==> src/rtl/network_lock_monitor_pkg.sv <==
// Shared definitions for the ADPLL network lock monitor: default array geometry,
// FSM state encoding and small elaboration-time helpers.
package network_lock_monitor_pkg;

  localparam int DEF_NUM_NODES = 4;
  localparam int DEF_ERR_WIDTH = 8;
  localparam int DEF_CNT_WIDTH = 10;

  typedef enum logic [1:0] {
    ST_IDLE  = 2'd0,
    ST_ARM   = 2'd1,
    ST_COUNT = 2'd2,
    ST_EVAL  = 2'd3
  } state_e;

  function automatic int sel_width(input int n);
    return (n > 1) ? $clog2(n) : 1;
  endfunction

  function automatic int max_int(input int a, input int b);
    return (a > b) ? a : b;
  endfunction

endpackage

==> src/rtl/network_lock_monitor_edge_counter.sv <==
// Rising-edge detector feeding a saturating counter with synchronous clear and enable.
// count_o is the value including this cycle's edge, so a snapshot taken on clear sees it.
module edge_counter #(
  parameter int CNT_WIDTH = 10
) (
  input  logic                 clk,
  input  logic                 rst,
  input  logic                 sig_i,
  input  logic                 clr_i,
  input  logic                 en_i,
  output logic [CNT_WIDTH-1:0] count_o
);

  localparam logic [CNT_WIDTH-1:0] CNT_MAX = '1;
  localparam logic [CNT_WIDTH-1:0] CNT_ONE = CNT_WIDTH'(1);

  logic                 prev_q, prev_d;
  logic                 edge_det;
  logic [CNT_WIDTH-1:0] cnt_q, cnt_d;

  always_comb begin
    prev_d   = sig_i;
    edge_det = sig_i & ~prev_q;
    count_o  = cnt_q;
    if (en_i && edge_det && (cnt_q != CNT_MAX)) begin
      count_o = cnt_q + CNT_ONE;
    end
    cnt_d = clr_i ? '0 : count_o;
  end

  // Previous sample resets high so a line already high at reset release is not an edge.
  always_ff @(posedge clk) begin
    if (rst) begin
      prev_q <= 1'b1;
      cnt_q  <= '0;
    end else begin
      prev_q <= prev_d;
      cnt_q  <= cnt_d;
    end
  end

endmodule

==> src/rtl/network_lock_monitor.sv <==
// Frequency-error observer for the ADPLL array: counts each node's div8 edges over a
// gate window of reference edges, applies lock hysteresis and reports a selected error.
module network_lock_monitor
  import network_lock_monitor_pkg::*;
#(
  parameter int NUM_NODES      = DEF_NUM_NODES,
  parameter int CNT_WIDTH      = DEF_CNT_WIDTH,
  parameter int WINDOW_EDGES   = 256,
  parameter int TOL            = 2,
  parameter int LOCK_WINDOWS   = 4,
  parameter int UNLOCK_WINDOWS = 2,
  parameter int ERR_WIDTH      = DEF_ERR_WIDTH
) (
  input  logic                                fpga_clk_i,
  input  logic                                reset_i,
  input  logic                                enable_i,
  input  logic                                ref_i,
  input  logic [NUM_NODES-1:0]                gen_i,
  input  logic [sel_width(NUM_NODES)-1:0]     sel_i,
  output logic [NUM_NODES-1:0]                lock_o,
  output logic                                all_locked_o,
  output logic signed [ERR_WIDTH-1:0]         err_o,
  output logic                                err_valid_o,
  output state_e                              dbg_state_o
);

  localparam int HYST_W = $clog2(max_int(LOCK_WINDOWS, UNLOCK_WINDOWS) + 1);
  localparam logic [HYST_W-1:0]           LOCK_N   = HYST_W'(LOCK_WINDOWS);
  localparam logic [HYST_W-1:0]           UNLOCK_N = HYST_W'(UNLOCK_WINDOWS);
  localparam logic [HYST_W-1:0]           HYST_ONE = HYST_W'(1);
  localparam logic [CNT_WIDTH-1:0]        WIN_N    = CNT_WIDTH'(WINDOW_EDGES);
  localparam logic signed [CNT_WIDTH:0]   TOL_P    = (CNT_WIDTH+1)'(TOL);
  localparam logic signed [CNT_WIDTH:0]   TOL_M    = -TOL_P;
  localparam int                          ERR_MAX  = (2 ** (ERR_WIDTH - 1)) - 1;
  localparam int                          ERR_MIN  = -(2 ** (ERR_WIDTH - 1));

  state_e                              state_q, state_d;
  logic                                cnt_en, cnt_clr, closing;
  logic [CNT_WIDTH-1:0]                ref_next;
  logic [NUM_NODES-1:0][CNT_WIDTH-1:0] gen_next;
  logic [NUM_NODES-1:0][CNT_WIDTH-1:0] snap_q, snap_d;
  logic [NUM_NODES-1:0][CNT_WIDTH:0]   diff;
  logic [NUM_NODES-1:0]                in_tol;
  logic [NUM_NODES-1:0][HYST_W-1:0]    good_q, good_d, bad_q, bad_d;
  logic [NUM_NODES-1:0]                lock_q, lock_d;
  logic                                all_locked_q, all_locked_d;
  logic                                err_valid_q, err_valid_d;
  logic signed [ERR_WIDTH-1:0]         err_q, err_d;
  int                                  err_full;

  // Counters are held clear outside a window; in ARM they still report an incoming edge
  // through count_o, which is how the arming reference edge is spotted.
  always_comb begin
    closing = (state_q == ST_COUNT) && (ref_next == WIN_N);
    cnt_en  = (state_q != ST_IDLE);
    cnt_clr = !enable_i || (state_q == ST_IDLE) || (state_q == ST_ARM) || closing;
  end

  edge_counter #(.CNT_WIDTH(CNT_WIDTH)) u_ref_cnt (
    .clk     (fpga_clk_i),
    .rst     (reset_i),
    .sig_i   (ref_i),
    .clr_i   (cnt_clr),
    .en_i    (cnt_en),
    .count_o (ref_next)
  );

  for (genvar n = 0; n < NUM_NODES; n++) begin : g_node
    edge_counter #(.CNT_WIDTH(CNT_WIDTH)) u_gen_cnt (
      .clk     (fpga_clk_i),
      .rst     (reset_i),
      .sig_i   (gen_i[n]),
      .clr_i   (cnt_clr),
      .en_i    (cnt_en),
      .count_o (gen_next[n])
    );
    assign diff[n]   = {1'b0, snap_q[n]} - {1'b0, WIN_N};
    assign in_tol[n] = ($signed(diff[n]) >= TOL_M) && ($signed(diff[n]) <= TOL_P);
  end

  always_comb begin
    state_d = state_q;
    snap_d  = snap_q;
    unique case (state_q)
      ST_IDLE:  if (enable_i) state_d = ST_ARM;
      ST_ARM:   if (ref_next != '0) state_d = ST_COUNT;
      ST_COUNT: begin
        if (closing) begin
          snap_d  = gen_next;
          state_d = ST_EVAL;
        end
      end
      ST_EVAL:  state_d = ST_COUNT;
      default:  state_d = ST_IDLE;
    endcase
    if (!enable_i) state_d = ST_IDLE;
  end

  always_comb begin
    good_d      = good_q;
    bad_d       = bad_q;
    lock_d      = lock_q;
    err_d       = err_q;
    err_valid_d = 1'b0;
    err_full    = 0;
    if (state_q == ST_EVAL) begin
      for (int n = 0; n < NUM_NODES; n++) begin
        if (in_tol[n]) begin
          bad_d[n] = '0;
          if (good_q[n] != LOCK_N) good_d[n] = good_q[n] + HYST_ONE;
          if (good_d[n] == LOCK_N) lock_d[n] = 1'b1;
        end else begin
          good_d[n] = '0;
          if (bad_q[n] != UNLOCK_N) bad_d[n] = bad_q[n] + HYST_ONE;
          if (bad_d[n] == UNLOCK_N) lock_d[n] = 1'b0;
        end
      end
      if (int'(sel_i) < NUM_NODES) err_full = int'($signed(diff[sel_i]));
      if (err_full > ERR_MAX) err_full = ERR_MAX;
      if (err_full < ERR_MIN) err_full = ERR_MIN;
      err_d       = ERR_WIDTH'(err_full);
      err_valid_d = 1'b1;
    end
    // Dropping enable discards all lock history but leaves the last reported error.
    if (!enable_i) begin
      good_d      = '0;
      bad_d       = '0;
      lock_d      = '0;
      err_d       = err_q;
      err_valid_d = 1'b0;
    end
    all_locked_d = &lock_d;
  end

  always_ff @(posedge fpga_clk_i) begin
    if (reset_i) begin
      state_q      <= ST_IDLE;
      snap_q       <= '0;
      good_q       <= '0;
      bad_q        <= '0;
      lock_q       <= '0;
      all_locked_q <= 1'b0;
      err_q        <= '0;
      err_valid_q  <= 1'b0;
    end else begin
      state_q      <= state_d;
      snap_q       <= snap_d;
      good_q       <= good_d;
      bad_q        <= bad_d;
      lock_q       <= lock_d;
      all_locked_q <= all_locked_d;
      err_q        <= err_d;
      err_valid_q  <= err_valid_d;
    end
  end

  assign lock_o       = lock_q;
  assign all_locked_o = all_locked_q;
  assign err_o        = err_q;
  assign err_valid_o  = err_valid_q;
  assign dbg_state_o  = state_q;

endmodule

==> config.mk <==
export PLATFORM = sky130hd
export DESIGN_NAME = network_lock_monitor
export DESIGN_NICKNAME = d
export VERILOG_FILES = /design/src/rtl/network_lock_monitor_pkg.sv /design/src/rtl/network_lock_monitor_edge_counter.sv /design/src/rtl/network_lock_monitor.sv
export SDC_FILE = /design/constraint.sdc
export NUM_CORES = 1
export LEC_CHECK = 0
export CAP_MARGIN = 20
export CELL_PAD_IN_SITES_DETAIL_PLACEMENT = 1
export CELL_PAD_IN_SITES_GLOBAL_PLACEMENT = 1
export CORE_ASPECT_RATIO = 1.5
export CORE_MARGIN = 1
export CORE_UTILIZATION = 47
export CTS_BUF_LIST = sky130_fd_sc_hd__clkbuf_16
export CTS_CLUSTER_DIAMETER = 80
export DETAILED_ROUTE_END_ITERATION = 12
export PLACE_DENSITY_LB_ADDON = 0.1
export SLEW_MARGIN = 20
export SYNTH_ARGS = -nofsm -noshare
export SYNTH_HDL_FRONTEND = slang
export SYNTH_SLANG_ARGS = --single-unit
==> constraint.sdc <==
create_clock -name fpga_clk_i -period 3.9 [get_ports fpga_clk_i]
set_clock_uncertainty 0.15 [all_clocks]
set_input_delay 1.17 -clock fpga_clk_i [delete_from_list [all_inputs] [get_ports fpga_clk_i]]
set_output_delay 1.17 -clock fpga_clk_i [all_outputs]
set_load 0.005 [all_outputs]
==> After elaboration in Yosys (flattened, before gate mapping) <==
Index checks and enable logic that the tools add are counted.
{ "classes": {"n_addsub": 17, "n_mul": 0, "n_div": 0, "n_lt_le_gt_ge": 11, "eq_ne": 27, "n_shift": 0, "n_mux": 61, "n_bitwise": 11, "reduce_logical": 28} }
{ "op_table": {"columns": ["op", "n"], "rows": [
  ["$mux W3", 32],
  ["$mux W32", 3],
  ["$add A10 B1 Y10 const B", 5],
  ["$mux W10", 5],
  ["$ne A10 B10 Y1 const B", 5],
  ["$ge A11 B2 Y1 const B", 4],
  ["$le A11 B3 Y1 const B", 4],
  ["$sub A10 B9 Y11 const B", 4],
  ["$gt A32 B8 Y1 const B", 1],
  ["$lt A32 B8 Y1 const B", 1],
  ["$add A3 B1 Y3 const B", 8],
  ["$bmux W11 S2", 1],
  ["$logic_and A1 B1 Y1", 15],
  ["$mux W1", 13],
  ["$eq A3 B2 Y1 const B", 4],
  ["$eq A3 B3 Y1 const B", 4],
  ["$ne A3 B2 Y1 const B", 4],
  ["$ne A3 B3 Y1 const B", 4],
  ["$mux W11", 1],
  ["$eq A10 B9 Y1 const B", 1],
  ["$reduce_bool A10 Y1", 1],
  ["$mux W4", 2],
  ["$mux W8", 1],
  ["$pmux W2 S4", 1],
  ["15 further kinds", 31]
]} }
{ "totals": {"reg_bits": 135, "latch_bits": 0, "ram_bits": 0, "mem_bits_ro": 0, "inputBits": 10, "out_inout_bits": 16, "wordCells": 182, "n_memories": 0} }

==> Depth between registers and ports, before layout <==
Gate-level depths: netlist of the first run.
{ "depth": {"ltp_word": 11, "depth_mapped": 12, "mapped_depth_nobuf": 9} }

==> Modules after synthesis <==
From an unflattened synthesis of the first run, not the netlist that was laid out.
{ "unflattened": {"cells_unflattened": 859, "hier_area_um2": 7161.9} }
{ "by_module_without_submodules": {"columns": ["module", "instances", "cells_each", "area_each_um2", "seq_area_each_um2"], "rows": [
  ["network_lock_monitor", 1, 519, 4227.8, 1601.5],
  ["edge_counter", 5, 68, 586.8, 220.2]
]} }

==> Worst setup path before layout of the first run <==
No wires, ideal clock.
{ "synth_path": {"path_kind": "input to register", "startpoint": "in ref_i", "endpoint": "reg u_ref_cnt.cnt_q[8]", "setup_ps": 133, "t_arrival_ps": 3181, "required_time_ps": 3617, "setup_slack_ps": 436, "stages": 10, "path_buffers": 3, "cell_sequence": "nor2b_1 nand3_2 o21ai_0 o211ai_1 or4_1 buf_2 o21ai_2 buf_4 buf_6 nor2_1"} }
{ "synth_between": {"elab_chain_len": 8} }
{ "synth_lines": {"columns": ["item", "line", "text"], "rows": [
  ["start: declaration", "network_lock_monitor.sv:17", "input logic ref_i,"],
  ["$and A1 B1 Y1 *", "network_lock_monitor_edge_counter.sv:23", "edge_det = sig_i & ~prev_q;"],
  ["$logic_and A1 B1 Y1 * (2 in series)", "network_lock_monitor_edge_counter.sv:25", "if (en_i && edge_det && (cnt_q != CNT_MAX)) begin"],
  ["$mux W10 *", "network_lock_monitor_edge_counter.sv:25", null],
  ["$eq A10 B9 Y1", "network_lock_monitor.sv:54", "closing = (state_q == ST_COUNT) && (ref_next == WIN_N);"],
  ["$logic_and A1 B1 Y1", "network_lock_monitor.sv:54", null],
  ["$logic_or A1 B1 Y1", "network_lock_monitor.sv:56", "cnt_clr = !enable_i || (state_q == ST_IDLE) || (state_q == ST_ARM) || closing;"],
  ["$reduce_or A2 Y1 (no source line)", null, null],
  ["end signal: assignment", "network_lock_monitor_edge_counter.sv:38", "cnt_q <= cnt_d;"],
  ["end: declaration", "network_lock_monitor_edge_counter.sv:19", "logic [CNT_WIDTH-1:0] cnt_q, cnt_d;"]
]} }
Mark *: on every way between the ends. The rest lies on a longest branch, timed or not.
A chain may end at the register's enable or synchronous reset.

==> Worst setup path in the final report of the first run <==
{ "layout_path": {"startpoint": "in ref_i", "endpoint": "reg snap_q[26] (netlist name)"} }
{ "layout_between": {"elab_chain_len": 7} }
{ "layout_lines": {"columns": ["item", "line", "text"], "rows": [
  ["$and A1 B1 Y1", "network_lock_monitor_edge_counter.sv:23", null],
  ["$logic_and A1 B1 Y1 (2 in series)", "network_lock_monitor_edge_counter.sv:25", null],
  ["$mux W10", "network_lock_monitor_edge_counter.sv:25", null],
  ["$eq A10 B9 Y1", "network_lock_monitor.sv:54", null],
  ["$logic_and A1 B1 Y1", "network_lock_monitor.sv:54", null],
  ["$reduce_and A2 Y1 (no source line)", null, null],
  ["end signal: assignment", "network_lock_monitor.sv:147", "snap_q <= snap_d;"],
  ["end: declaration", "network_lock_monitor.sv:41", "logic [NUM_NODES-1:0][CNT_WIDTH-1:0] snap_q, snap_d;"]
]} }
Every way passes these cells.

==> flow_summary.ini, run 1 <==
[drt]
drtAntennaViolNets = 0
vias = 6184
vias_per_cell = 5.98
drc = 0
wire_per_inst_um = 18.9
wl_met2_um = 10700
wl_met1_um = 7770
drtIter0Drc = 189
met3WireLength_um = 412
drt_wl_total_um = 19600
top_layer_used = met4
drt-pass1-iter-count = 4

[clocking]
clk_pin_slew_ns = 0.06
insertion_delay_ns = 0.42
root_buffer = clkbuf_16
post_cts_buffers = 0
tritoncts = built
htreeDepth = 4
cts_sinks = 135
numCtsBuffers = 17
clk_path_buf_depth = 2

[sta]
period_share_pct = 96.0
period_needed_ns = 3.74
tightest_slew_ns = 0.914
setup_viol = 0
slew_viol_final = 0
setup_slack_ns = 0.158
fmax_mhz = 267
slew_headroom_pct = 38.9
hold_viol_final = 0

[worst_hold_path]
hold_depth = 2
hold_path_class = reg2reg

[worst_setup_path]
start_kind = input port
cpLargestDelayFamily = simple AND/OR/NAND/NOR gates
critPathKind = in2reg
cp_slowest_cell = or4_1
slowest_delay_ns = 0.52
crit_buf_inv = 3
worstPathMaxFanout = 16
arrival_ns = 3.95
path_cells = clkdlybuf4s50_1 -> nor2b_2 -> nand3_2 -> o21ai_0 -> o211ai_1 -> or4_1 -> buf_4 -> buf_4 -> nor4_2 -> a31o_2
path_common_cell = buf_4
cp_num_cells = 10
required_ns = 4.11
worstSetupEndpointType = flop
r2r_cells = 10

[power]
vdd_drop_max_uv = 233
power_frac_comb_pct = 2.3
p_int_uw = 2280
power.density_nw_per_um2 = 370
p_leak_uw = 0.00269
seqPwrFrac_pct = 46.7
switching_share_pct = 23.0
total_switching_power_uw = 681
clkPwrFrac_pct = 51.0

[synth]
synth_area_um2 = 6860
syn-num-nets = 829
yosys_warnings = 0
synth_area_leaders = dfxtp_1, ha_1, nor2_1
synth_top_cell_by_area = dfxtp_1
synth_top_area_share_pct = 39.4
ys.flop_type = dfxtp_1
synthArstFlopShare_pct = 0
postSynthCellCount = 790
synth_edf_count = 0
syn_area_per_cell_um2 = 8.69
ys_ff_latch = 135
synth_cell_types = 58
synth-seq-area-share_pct = 39.4

[place]
place_hpwl_um = 14300
io_buffers = 25
dp_slack_ns = -0.362
place_inst = 1003
routabilityCongestion = 0.882

[grt]
grt_overflow = 0
grt.total_usage_pct = 27.3
grt_max_degree = 58
antenna_found_initial = 0
grt_pass1_wl_um = 32000
grt_pass1_vias = 6590

[flow_run]
maxCapViolCount = 0

[cells_and_area]
final_cell_mix = dfxtp_1, nor2_1, a21oi_1
syn2layout_area_growth_pct = 16.8
drive_gt1_share_pct = 14.0
antenna_cells = 0
instances_no_fill = 1034
layout_commonest_cell = dfxtp_1
nets = 869

[run_status]
status = finished, final reports clean

[die]
die_w_um = 101
io_pins = 26
initial_core_util_pct = 48.6
core_um2 = 14100
fp-row-count = 53
dieArea_um2 = 15100
die_y_um = 150
==> timing repair <==
action / CTS / global route
setup endpoints to repair: 0 / 67
hold buffers: 0 / 0
gates resized for setup: 0 / 2
==> synthesized netlist by cell type (all sizes together) (3+ instances only) <==
cell,number
nand2b,9
a211oi,14
or3,5
a31oi,6
nand3b,9
clkbuf,22
nand4,23
mux2i,10
and3,5
buf,19
dfxtp,135
a31o,15
o211ai,11
nor4b,4
a21oi,63
o21bai,7
mux4,10
xor2,14
and2,8
xnor2,16
o31ai,13
nand2,52
nand3,39
o41ai,5
o21ai,29
nor3,26
nor2b,12
mux2,8
inv,26
a32oi,5
nor2,89
or2,7
nor4,23
nand4b,3
ha,29
==> per-stage QoR <==
step	hold WS, ns	area [um^2]	TNS, ns	utilization [%]	total power (uW)
after floorplan	0.299	6860	0	-	1450
final	0.318	8020	0	56.8	2960
after detailed placement	0.312	7450	-24.24	52.8	1480
after global placement	0.304	7450	-17.11	52.8	1480
after CTS	0.320	8010	0	56.7	2990
after global routing	0.343	8020	-0.0105	56.8	3060
==> power groups by stage <==
stage / clock network (uW) / registers [uW] / logic, uW
after detailed placement: 0 / 1420 / 65.9
after global routing: 1610 / 1380 / 71.4
after CTS: 1540 / 1380 / 66.7
final: 1510 / 1390 / 66.9
after floorplan: 0 / 1410 / 40.8
after global placement: 0 / 1420 / 63.7
==> worst min-delay path, delay by kind of cell, from the launching register on <==
family	cells	cell delay (ns)
AND/OR/NAND/NOR	1	0.05
flip-flops	1	0.31
AO/OA/AOI/OAI	1	0.06
==> cell type report <==
type                    instances  area (um^2)
fillers                      1677         6110
clock buffers                  17          425
well taps                     192          240
multi-input cells             588         3870
flip-flops and latches        135         2700
clock inverters                14          130
repair buffers                 62          548
inverters                      26         97.6
==> per-layer routing <==
metal	up-vias	global-route usage, %
li1	2964	-
met1	3062	28.7
met2	106	52.2
met3	52	4.06
met4	0	12.9
met5	-	0
==> registers in the layout (all words and copies together), names as in the netlist, 2 cells and up <==
name / count
g_node.u_gen_cnt.cnt_q: 40
snap_q: 40
bad_q: 12
good_q: 12
u_ref_cnt.cnt_q: 10
err_o: 8
g_node.u_gen_cnt.prev_q: 4
lock_o: 4
dbg_state_o: 2
==> cell families after synthesis <==
kind of cell / share of synthesized area [%]
compound gates: 17.0
xor+xnor: 3.83
fa+ha+maj: 5.29
buf+inv: 4.50
flops: 39.4
mux: 6.05
simple gates: 23.9
==> final timing paths <==
path                                          from  slack (ns)         end
worst max-delay path                         ref_i        0.16  snap_q[26]
worst min-delay path                      err_o[6]        0.32    err_o[6]
worst max register to register  u_ref_cnt.cnt_q[0]        0.71  snap_q[26]
worst min register to register            err_o[6]        0.32    err_o[6]
Power figures use the tool's default switching activity.
==> run 2: changes to the inputs <==
CORE_MARGIN = 1.5   (was 1)
==> run 2 against run 1 <==
Compared with the run above:
- worst hold slack improved by 0.0044 ns
- utilization rose by 0.27 points
- flip-flop and latch count did not move
- cell count rose by 0.39%
- wire length barely moved
- non-clock buffer count rose by 3
- clock power barely moved
- maximum frequency fell by 1.8%
- first-iteration DRC count rose by 22%
- critical path type unchanged
==> flow_summary.ini, run 2 (synthesis gave the netlist of run 1 again) <==
[run_status]
status = finished, final reports clean

[worst_setup_path]
start_kind = input port
startpoint = ref_i
required_ns = 4.11
worstPathMaxFanout = 15
r2r_end = snap_q[16]
worstSetupEndpointType = flop
timing.rr.start = u_ref_cnt.cnt_q[0]
r2r_cells = 10
rrSetupSlack_ns = 0.63
cpLargestDelayFamily = simple AND/OR/NAND/NOR gates
critPathKind = in2reg
slowest_delay_ns = 0.55
cp_num_cells = 10
cp_slowest_cell = or4_1
path_cells = clkdlybuf4s50_1 -> nor2b_2 -> nand3_2 -> o21ai_0 -> o211ai_1 -> or4_1 -> buf_4 -> buf_4 -> nor4_1 -> a31o_2
arrival_ns = 4.02
path_common_cell = buf_4
crit_buf_inv = 3

[power]
total_switching_power_uw = 658
switching_share_pct = 22.0
p_leak_uw = 0.00271
clkPwrFrac_pct = 51.5
power_frac_comb_pct = 2.3
seqPwrFrac_pct = 46.2
power.total_uw = 3000
p_int_uw = 2340
power.density_nw_per_um2 = 372
vdd_drop_max_uv = 201

[die]
dieArea_um2 = 15400
initial_core_util_pct = 48.6
fp-row-count = 53
core_um2 = 14100
die_w_um = 102
die_y_um = 151
io_pins = 26

[clocking]
root_buffer = clkbuf_16
insertion_delay_ns = 0.42
clk_pin_slew_ns = 0.06
numCtsBuffers = 17
cts_sinks = 135
hold_buffers = 0
htreeDepth = 4
tritoncts = built
clk_path_buf_depth = 2
post_cts_buffers = 0

[worst_hold_path]
hold_depth = 2
hold_path_class = reg2reg
min_from = good_q[4]
min_to = good_q[4]

[cells_and_area]
nets = 872
fillers = 1675
reg.largest.list = g_node.u_gen_cnt.cnt_q x40, snap_q x40
layout_commonest_cell = dfxtp_1
final_cell_mix = dfxtp_1, nor2_1, a21oi_1
instances_no_fill = 1038
syn2layout_area_growth_pct = 17.4
drive_gt1_share_pct = 14.1
antenna_cells = 0

[drt]
drt-pass1-iter-count = 6
drtIter0Drc = 231
drt_wl_total_um = 19600
wire_per_inst_um = 18.8
drc = 0
vias = 6202
vias_per_cell = 5.97
drtAntennaViolNets = 0

[sta]
tightest_slew_ns = 0.923
period_share_pct = 97.7
rsz0062_at_grt = no
slew_headroom_pct = 38.3
period_needed_ns = 3.81
setup_viol = 0
whs_ns = 0.323
hold_viol_final = 0
setup_slack_ns = 0.0884
fmax_mhz = 262
slew_viol_final = 0

[grt]
grt_pass1_wl_um = 32100
use_met1_pct = 28.4
grt_overflow = 0
grt.total_usage_pct = 26.9
grtUsageMet2_pct = 50.9
grt-busiest-layer = met2
antenna_found_initial = 0
grt_pass1_vias = 6564
grt_max_degree = 58
use_met3_pct = 3.74

[place]
place_inst = 1006
dp_slack_ns = -0.420
place_hpwl_um = 14400
io_buffers = 25
routabilityCongestion = 0.892

[flow_run]
maxCapViolCount = 0
==> run 2: cell count changes in the layout (fill, tap and decap cells not counted), sizes merged <==
cell	previous run	this run
buf	38	41
clkinv	7	4
inv	27	29
bufinv	1	2
clkinvlp	5	6
==> run 2: how the worst max path moves through the flow <==
stage	end	slack (ns)
global route	snap_q[16]	0.004
detailed placement	snap_q[16]	-0.42
finish	snap_q[16]	0.09
global placement	snap_q[3]	-0.26
floorplan	u_ref_cnt.cnt_q[8]	0.44
CTS	snap_q[25]	0.1
==> run 2: metrics by stage <==
stage / instance area (um^2) / utilization (%) / setup TNS (ns)
after detailed placement: 7480 / 52.9 / -27.96
final: 8060 / 57.0 / 0
after CTS: 8040 / 56.9 / 0
after floorplan: 6860 / - / 0
after global routing: 8060 / 57.0 / 0
after global placement: 7480 / 52.9 / -16.89
==> run 2: cell type report <==
cell class              instances  area (um^2)  share of cell area [%]
flip-flops and latches        135         2700                    33.6
clock buffers                  17          425                    5.28
clock inverters                15          139                    1.72
inverters                      26         97.6                    1.21
repair buffers                 65          571                    7.08
well taps                     192          240                    2.98
multi-input cells             588         3880                    48.2
==> run 2: per-layer routing <==
metal / up-vias / part of all wire, %
met3: 60 / 2.9
met2: 128 / 55
met5: - / 0
met1: 3047 / 38
li1: 2967 / -
met4: 0 / 3.9
==> run 2: power groups by stage <==
stage,sequential [uW],combinational [uW],clock (uW)
after floorplan,1410,40.8,0
after global placement,1420,64.9,0
after detailed placement,1420,66.8,0
after CTS,1390,67.6,1560
after global routing,1390,73.4,1630
final,1390,68.0,1540
==> run 2: what timing repair did <==
action	CTS	global route
pin swaps	0	0
resized for setup	1	2
setup endpoints to repair	2	2
==> run 2: worst register-to-register path, cell delays in order, from the launching register on <==
cell      delay, ns
dfxtp_1        0.45
ha_1           0.23
nand2_1        0.13
nor3_2         0.46
nand3b_1       0.20
nand3_1        0.14
or4_1          0.54
buf_4          0.23
buf_4          0.18
nor4_1         0.35
a31o_2         0.17
